`config.mk`:
```
export PLATFORM = sky130hd
export DESIGN_NAME = regfile_param_flat
export DESIGN_NICKNAME = d
export VERILOG_FILES = /design/src/rtl/regfile_param_if.sv /design/src/rtl/regfile_param.sv /design/src/flat_wrapper.sv
export SDC_FILE = /design/constraint.sdc
export NUM_CORES = 2
export LEC_CHECK = 0
export ABC_AREA = 1
export CORE_MARGIN = 2
export CORE_UTILIZATION = 45
export DETAILED_ROUTE_END_ITERATION = 8
export SYNTH_ARGS = -nofsm -noshare
export SYNTH_HDL_FRONTEND = slang
export SYNTH_SLANG_ARGS = --single-unit
```
`constraint.sdc`:
```
create_clock -name elk -period 44.1 [get_ports elk]
set_clock_uncertainty 0.15 [all_clocks]
set_input_delay 8.82 -clock elk [delete_from_list [all_inputs] [get_ports elk]]
set_output_delay 8.82 -clock elk [all_outputs]
set_load 0.03 [all_outputs]
```
`src/rtl/regfile_param_if.sv`:
```
// Bus bundle for regfile_param: write port, two read ports and the soft-clear handshake.
// The master drives requests and addresses; the slave (the register file) returns data and status.
interface regfile_param_if #(
  parameter int DATA_W = 32,
  parameter int ADDR_W = 5
);
  logic              wr_en;
  logic [ADDR_W-1:0] wr_addr;
  logic [DATA_W-1:0] wr_data;
  logic [ADDR_W-1:0] rd_addrA;
  logic [ADDR_W-1:0] rd_addrB;
  logic [DATA_W-1:0] rd_dataA;
  logic [DATA_W-1:0] rd_dataB;
  logic              clr_req;
  logic              clr_busy;
  logic              clr_done;
  logic              wr_drop;

  modport master (
    output wr_en, wr_addr, wr_data, rd_addrA, rd_addrB, clr_req,
    input  rd_dataA, rd_dataB, clr_busy, clr_done, wr_drop
  );

  modport slave (
    input  wr_en, wr_addr, wr_data, rd_addrA, rd_addrB, clr_req,
    output rd_dataA, rd_dataB, clr_busy, clr_done, wr_drop
  );
endinterface

```
`src/rtl/regfile_param.sv`:
```
// Parametrised register file: two registered read ports, one write port, r0 hardwired to zero,
// and a soft-clear sweep engine. Define REGFILE_BYPASS_EN to forward same-edge writes to reads.
module regfile_param #(
  parameter int DATA_W  = 32,
  parameter int ADDR_W  = 5,
  parameter int SP_IDX  = 29,
  parameter int SP_INIT = 252
) (
  input  logic            elk,
  input  logic            nrst,
  regfile_param_if.slave  bus
);

  localparam int                DEPTH   = 2 ** ADDR_W;
  localparam logic [DATA_W-1:0] SP_RST  = DATA_W'(SP_INIT);
  localparam logic [ADDR_W-1:0] SP_ADDR = ADDR_W'(SP_IDX);
  localparam logic [ADDR_W-1:0] LAST    = '1;

  typedef enum logic {IDLE, SWEEP} state_t;

  state_t            state, state_nxt;
  logic [ADDR_W-1:0] idx, idx_nxt;
  logic              busy_nxt, done_nxt, drop_nxt;
  logic              busy_p1, done_p1, drop_p1;

  logic              w_en;
  logic [ADDR_W-1:0] w_addr;
  logic [DATA_W-1:0] w_data;

  logic [DATA_W-1:0] regs [DEPTH];
  logic [DATA_W-1:0] rd_a_nxt, rd_b_nxt;
  logic [DATA_W-1:0] rd_a_p1, rd_b_p1;

  function automatic logic [DATA_W-1:0] reset_val(input logic [ADDR_W-1:0] i);
    return (i == SP_ADDR) ? SP_RST : '0;
  endfunction

  always_comb begin
    state_nxt = state;
    idx_nxt   = idx;
    busy_nxt  = 1'b0;
    done_nxt  = 1'b0;
    drop_nxt  = 1'b0;
    w_en      = 1'b0;
    w_addr    = bus.wr_addr;
    w_data    = bus.wr_data;
    case (state)
      IDLE: begin
        // An external write on the triggering edge still lands; the sweep erases it later.
        w_en = bus.wr_en;
        if (bus.clr_req) begin
          state_nxt = SWEEP;
          idx_nxt   = {{(ADDR_W-1){1'b0}}, 1'b1};
          busy_nxt  = 1'b1;
        end
      end
      SWEEP: begin
        w_en     = 1'b1;
        w_addr   = idx;
        w_data   = reset_val(idx);
        drop_nxt = bus.wr_en;
        idx_nxt  = idx + ADDR_W'(1);
        busy_nxt = 1'b1;
        if (idx == LAST) begin
          state_nxt = IDLE;
          busy_nxt  = 1'b0;
          done_nxt  = 1'b1;
        end
      end
      default: state_nxt = IDLE;
    endcase
    if (w_addr == '0) w_en = 1'b0;
  end

  always_ff @(posedge elk or posedge nrst) begin
    if (nrst) begin
      state   <= IDLE;
      idx     <= {{(ADDR_W-1){1'b0}}, 1'b1};
      busy_p1 <= 1'b0;
      done_p1 <= 1'b0;
      drop_p1 <= 1'b0;
    end else begin
      state   <= state_nxt;
      idx     <= idx_nxt;
      busy_p1 <= busy_nxt;
      done_p1 <= done_nxt;
      drop_p1 <= drop_nxt;
    end
  end

  always_ff @(posedge elk or posedge nrst) begin
    if (nrst) begin
      for (int i = 0; i < DEPTH; i++) regs[i] <= reset_val(ADDR_W'(i));
    end else if (w_en) begin
      regs[w_addr] <= w_data;
    end
  end

`ifdef REGFILE_BYPASS_EN
  always_comb begin
    rd_a_nxt = (w_en && (w_addr == bus.rd_addrA)) ? w_data : regs[bus.rd_addrA];
    rd_b_nxt = (w_en && (w_addr == bus.rd_addrB)) ? w_data : regs[bus.rd_addrB];
  end
`else
  always_comb begin
    rd_a_nxt = regs[bus.rd_addrA];
    rd_b_nxt = regs[bus.rd_addrB];
  end
`endif

  // Read stage: one-cycle registered output
  always_ff @(posedge elk or posedge nrst) begin
    if (nrst) begin
      rd_a_p1 <= '0;
      rd_b_p1 <= '0;
    end else begin
      rd_a_p1 <= rd_a_nxt;
      rd_b_p1 <= rd_b_nxt;
    end
  end

  assign bus.rd_dataA = rd_a_p1;
  assign bus.rd_dataB = rd_b_p1;
  assign bus.clr_busy = busy_p1;
  assign bus.clr_done = done_p1;
  assign bus.wr_drop  = drop_p1;

endmodule
```
`src/flat_wrapper.sv`:
```
// flat-port wrapper written by rule: the top's interface ports become plain ports
module regfile_param_flat 
#(
  parameter int DATA_W  = 32,
  parameter int ADDR_W  = 5,
  parameter int SP_IDX  = 29,
  parameter int SP_INIT = 252
)
  (elk, nrst, bus_wr_en, bus_wr_addr, bus_wr_data, bus_rd_addrA, bus_rd_addrB, bus_clr_req, bus_rd_dataA, bus_rd_dataB, bus_clr_busy, bus_clr_done, bus_wr_drop);
  regfile_param_if #(.DATA_W(DATA_W), .ADDR_W(ADDR_W)) bus_i ();
  input  logic elk;
  input  logic nrst;
  input wire logic [$bits(bus_i.wr_en)-1:0] bus_wr_en;
  input wire logic [$bits(bus_i.wr_addr)-1:0] bus_wr_addr;
  input wire logic [$bits(bus_i.wr_data)-1:0] bus_wr_data;
  input wire logic [$bits(bus_i.rd_addrA)-1:0] bus_rd_addrA;
  input wire logic [$bits(bus_i.rd_addrB)-1:0] bus_rd_addrB;
  input wire logic [$bits(bus_i.clr_req)-1:0] bus_clr_req;
  output wire logic [$bits(bus_i.rd_dataA)-1:0] bus_rd_dataA;
  output wire logic [$bits(bus_i.rd_dataB)-1:0] bus_rd_dataB;
  output wire logic [$bits(bus_i.clr_busy)-1:0] bus_clr_busy;
  output wire logic [$bits(bus_i.clr_done)-1:0] bus_clr_done;
  output wire logic [$bits(bus_i.wr_drop)-1:0] bus_wr_drop;
  assign bus_i.wr_en = bus_wr_en;
  assign bus_i.wr_addr = bus_wr_addr;
  assign bus_i.wr_data = bus_wr_data;
  assign bus_i.rd_addrA = bus_rd_addrA;
  assign bus_i.rd_addrB = bus_rd_addrB;
  assign bus_i.clr_req = bus_clr_req;
  assign bus_rd_dataA = bus_i.rd_dataA;
  assign bus_rd_dataB = bus_i.rd_dataB;
  assign bus_clr_busy = bus_i.clr_busy;
  assign bus_clr_done = bus_i.clr_done;
  assign bus_wr_drop = bus_i.wr_drop;
  regfile_param #(.DATA_W(DATA_W), .ADDR_W(ADDR_W), .SP_IDX(SP_IDX), .SP_INIT(SP_INIT)) u_core (.elk(elk), .nrst(nrst), .bus(bus_i));
endmodule
```
==> flow_results.xml <==
<?xml version="1.0" encoding="UTF-8"?>
<metrics>
  <group name="outcome">
    <metric name="status" unit="">finished with violations</metric>
    <metric name="failed_checks" unit="">max-slew violations</metric>
  </group>
  <group name="setup_path">
    <metric name="reg2reg_from" unit="">u_core.state</metric>
    <metric name="crit_path_max_fanout" unit="">190</metric>
    <metric name="slowest_delay" unit="ps">880</metric>
    <metric name="timing.critical_path.arrival" unit="ps">13200</metric>
    <metric name="cp.required" unit="ps">44660</metric>
    <metric name="type_of_element_launching_the_critical_path" unit="">input port</metric>
    <metric name="critical-path-top-cell-by-count" unit="">nand2_1</metric>
    <metric name="worst_setup_path_end_kind" unit="">flop</metric>
    <metric name="r2r-end" unit="">u_core.regs[916]</metric>
    <metric name="reg2regPathDepth" unit="">12</metric>
    <metric name="worst_path_max_delay_cell" unit="">buf_4</metric>
    <metric name="cp_cell_sequence" unit="">buf_8, inv_8, buf_12, buf_4, buf_4, nand2_1, nand3_1, nand3_1, nand2_1, nand2_1, nand2_1, nand2_1, nand2_1</metric>
    <metric name="timing_worst_setup_path_type" unit="">in2reg</metric>
    <metric name="regToRegSetupSlack" unit="ps">39030</metric>
  </group>
  <group name="die">
    <metric name="die_y" unit="um">366</metric>
    <metric name="std_cell_core_area" unit="mm^2">0.130</metric>
    <metric name="floorplan.die_area" unit="mm^2">0.134</metric>
    <metric name="initial_utilization" unit="%">45.5</metric>
    <metric name="core.rowCount" unit="">132</metric>
    <metric name="ios" unit="">118</metric>
    <metric name="die_x" unit="um">366</metric>
  </group>
  <group name="yosys">
    <metric name="yosysTopAreaCell" unit="">dfrtp_1</metric>
    <metric name="netlist_area" unit="mm^2">0.0590</metric>
    <metric name="synth.yosys.seq_area_share" unit="%">46.5</metric>
    <metric name="synth_warnings" unit="">0</metric>
    <metric name="synthDominantCellAreaShare" unit="%">46.2</metric>
    <metric name="ys_top_cells_by_area" unit="">dfrtp_1 46%, nand2_1 26%, nand3_1 13%, o21ai_0 6.9%, clkbuf_1 4.1%</metric>
    <metric name="post_synth.cell_area_avg" unit="um^2">6.85</metric>
    <metric name="post_synth_inst_count" unit="">8614</metric>
    <metric name="ys_ff_latch" unit="">1096</metric>
    <metric name="yosys_cell_types" unit="">28</metric>
    <metric name="postSynthNetCount" unit="">8668</metric>
  </group>
  <group name="hold_path">
    <metric name="whs_path_depth" unit="">0</metric>
    <metric name="hold_path_startpoint" unit="">u_core.regs[1008]</metric>
    <metric name="hold_class" unit="">reg2reg</metric>
    <metric name="whs_endpoint" unit="">u_core.regs[1008]</metric>
  </group>
  <group name="detailed_routing">
    <metric name="drc_errors" unit="">0</metric>
    <metric name="detailroute.wirelength.met3" unit="um">22800</metric>
    <metric name="drt_iter0_markers" unit="">7837</metric>
    <metric name="dr.pass1.iters" unit="">8</metric>
    <metric name="met1Wirelength" unit="um">97600</metric>
    <metric name="num_vias" unit="">59200</metric>
    <metric name="vias_per_cell" unit="">5.88</metric>
    <metric name="drt-wirelength-per-cell" unit="um">23.0</metric>
    <metric name="route.met2.wl" unit="um">102000</metric>
    <metric name="drt-total-wl" unit="um">232000</metric>
    <metric name="route.antenna.remaining_nets" unit="">0</metric>
    <metric name="top_layer_used" unit="">met4</metric>
  </group>
  <group name="placed_design">
    <metric name="place_hpwl" unit="um">117000</metric>
    <metric name="finalWeightedCongestion" unit="">0.830</metric>
    <metric name="portBuffers" unit="">117</metric>
  </group>
  <group name="sta">
    <metric name="rsz0062_at_grt" unit="">false</metric>
    <metric name="max_clock_freq" unit="MHz">79.1</metric>
    <metric name="tightestPinTransition" unit="ps">1530</metric>
    <metric name="fin_setup_tns" unit="ps">0</metric>
    <metric name="worst_slew_margin_rel" unit="%">-1.86</metric>
    <metric name="slew_viol_final" unit="">31</metric>
    <metric name="layout_worst_path_cycle_share" unit="%">28.7</metric>
    <metric name="layout_min_cycle_time" unit="ps">12640</metric>
    <metric name="setup_violations" unit="">0</metric>
    <metric name="hold_viol" unit="">0</metric>
    <metric name="hold-worst-slack" unit="ps">249</metric>
  </group>
  <group name="clock_tree">
    <metric name="ctsHtreeMaxLevel" unit="">4</metric>
    <metric name="post-cts-setup-buffer-count" unit="">0</metric>
    <metric name="root_buffer" unit="">clkbuf_16</metric>
    <metric name="post_cts_resized" unit="">0</metric>
    <metric name="clkTransAtPathRegs" unit="ps">60</metric>
    <metric name="cts_num_sinks" unit="">1096</metric>
    <metric name="clock_tree.buffer_depth" unit="">3</metric>
    <metric name="clk-insertion-delay-late" unit="ps">790</metric>
    <metric name="hold_buffers" unit="">0</metric>
    <metric name="cts_inserted_buffers" unit="">133</metric>
    <metric name="cts_tree" unit="">yes</metric>
  </group>
  <group name="job">
    <metric name="drv.max_cap_violation_count" unit="">0</metric>
  </group>
  <group name="power">
    <metric name="ir_worst_vdd" unit="mV">0.0527</metric>
    <metric name="power.leakage" unit="nW">30.2</metric>
    <metric name="p_per_area" unit="mW/mm^2">53.4</metric>
  </group>
  <group name="grt">
    <metric name="grt.overflow.total" unit="">0</metric>
    <metric name="grt_antenna_before_repair" unit="">3</metric>
    <metric name="grt_pass1_wl" unit="um">353000</metric>
    <metric name="grt_start_max_net_pins" unit="">191</metric>
    <metric name="globalRouteTotalUtil" unit="%">34.0</metric>
    <metric name="grt_pass1_vias" unit="">55500</metric>
  </group>
  <group name="final_layout">
    <metric name="insertedDiodeCount" unit="">0</metric>
    <metric name="layout_filler_cell_count" unit="">13000</metric>
    <metric name="final_layout_size_suffix_gt1_share" unit="%">4.73</metric>
    <metric name="ff_latch_area" unit="mm^2">0.0274</metric>
    <metric name="finish.net_count" unit="">8288</metric>
    <metric name="multiInputGateArea" unit="mm^2">0.0287</metric>
    <metric name="synthToLayoutAreaGrowth" unit="%">10.2</metric>
  </group>
</metrics>
registers in the layout (all words and copies together), names as in the netlist:
register             cells
u_core.idx               5
u_core.bus.rd_dataB     32
u_core.bus.rd_dataA     32
u_core.regs           1024
u_core.bus.wr_drop       1
u_core.state             1
u_core.bus.clr_done      1
cell families after synthesis:
group | count (synthesis) | share of synthesized area, %
simple gates | 5702 | 39.6
xor+xnor | 1 | 0.0148
buf+inv | 809 | 5.27
flops | 1096 | 46.5
fa+ha+maj | 3 | 0.0636
compound gates | 1003 | 8.53
Yosys cell counts:
| library cell | count |
|---|---|
| a22o_1 | 1 |
| nor3b_2 | 1 |
| o21ai_0 | 812 |
| xor2_1 | 1 |
| inv_1 | 49 |
| or2_1 | 1 |
| nand3_1 | 1539 |
| buf_4 | 1 |
| buf_6 | 1 |
| or2_2 | 1 |
| inv_2 | 14 |
| nor2_1 | 80 |
| a21oi_1 | 70 |
| nor2_4 | 2 |
| clkbuf_1 | 648 |
| o21ai_1 | 117 |
| nor2_2 | 7 |
| ha_1 | 3 |
| nand3_2 | 1 |
| nand2_1 | 4067 |
| nor2_8 | 1 |
| buf_1 | 46 |
| buf_2 | 50 |
| dfrtp_1 | 1089 |
| dfstp_2 | 7 |
| o21ai_2 | 2 |
| o22ai_1 | 1 |
| nand2_2 | 2 |
layout make-up:
class	count	area share (%)
Clock buffer	202	6.06
Tap cell	1742	3.35
Multi-Input combinational cell	6709	44.1
Sequential cell	1096	42.2
Clock inverter	29	0.614
Timing Repair Buffer	231	3.28
Inverter	63	0.446
cell usage in the layout (no fill, tap or decap), types with 14 or more instances in the layout:
master           Yosys  layout
nand2_1           4067    4044
nand3_1           1539    1538
dfrtp_1           1089    1089
o21ai_0            812     812
clkbuf_16            0     138
o21ai_1            117     117
buf_4                1     108
clkdlybuf4s50_1      0     107
nor2_1              80      77
a21oi_1             70      64
inv_1               49      42
clkbuf_1           648      39
clkbuf_8             0      25
clkinv_2             0      15
nand2_2              2      14
worst max path at each step:
stage	slack, ps	endpoint	cells after the start	from
detailed placement	30880	u_core.bus.rd_dataA[7]	13	bus_rd_addrA[0]
global route	31400	u_core.bus.rd_dataA[0]	13	bus_rd_addrA[0]
CTS	31670	u_core.bus.rd_dataA[7]	13	bus_rd_addrA[0]
global placement	30910	u_core.bus.rd_dataA[7]	13	bus_rd_addrA[0]
finish	31460	u_core.bus.rd_dataA[7]	13	bus_rd_addrA[0]
floorplan	4280	u_core.bus.clr_done	1	nrst
worst max-delay path: cells and delay by family:
kind / cells / cell delay (ps)
simple gates: 8 / 810
buf+inv: 5 / 3160
where the power goes:
group	switching [mW]	internal, mW	total, mW
clock network	0.446	0.666	1.11
logic	0.688	0.261	0.949
registers	0.180	1.23	1.41
stage by stage:
| step | utilization (%) | cell area (um^2) | std cells | setup slack (ps) | power [mW] |
|---|---|---|---|---|---|
| finish | 50.1 | 65100 | 10100 | 31460 | 3.48 |
| global placement | 46.8 | 60700 | 9841 | 30910 | 2.33 |
| CTS | 50.1 | 65100 | 10100 | 31670 | 3.46 |
| global route | 50.1 | 65100 | 10100 | 31400 | 3.65 |
| floorplan | - | 59000 | 8614 | 4280 | 2.00 |
| detailed placement | 46.8 | 60700 | 9841 | 30880 | 2.35 |
layer usage:
layer  vias to the layer above  GRT usage, %
li1                      27100             -
met1                     28300          47.6
met2                      3277          52.3
met3                       567          5.64
met4                         0          14.2
met5                         -             0
No activity file was read; power rests on OpenSTA's default activity.
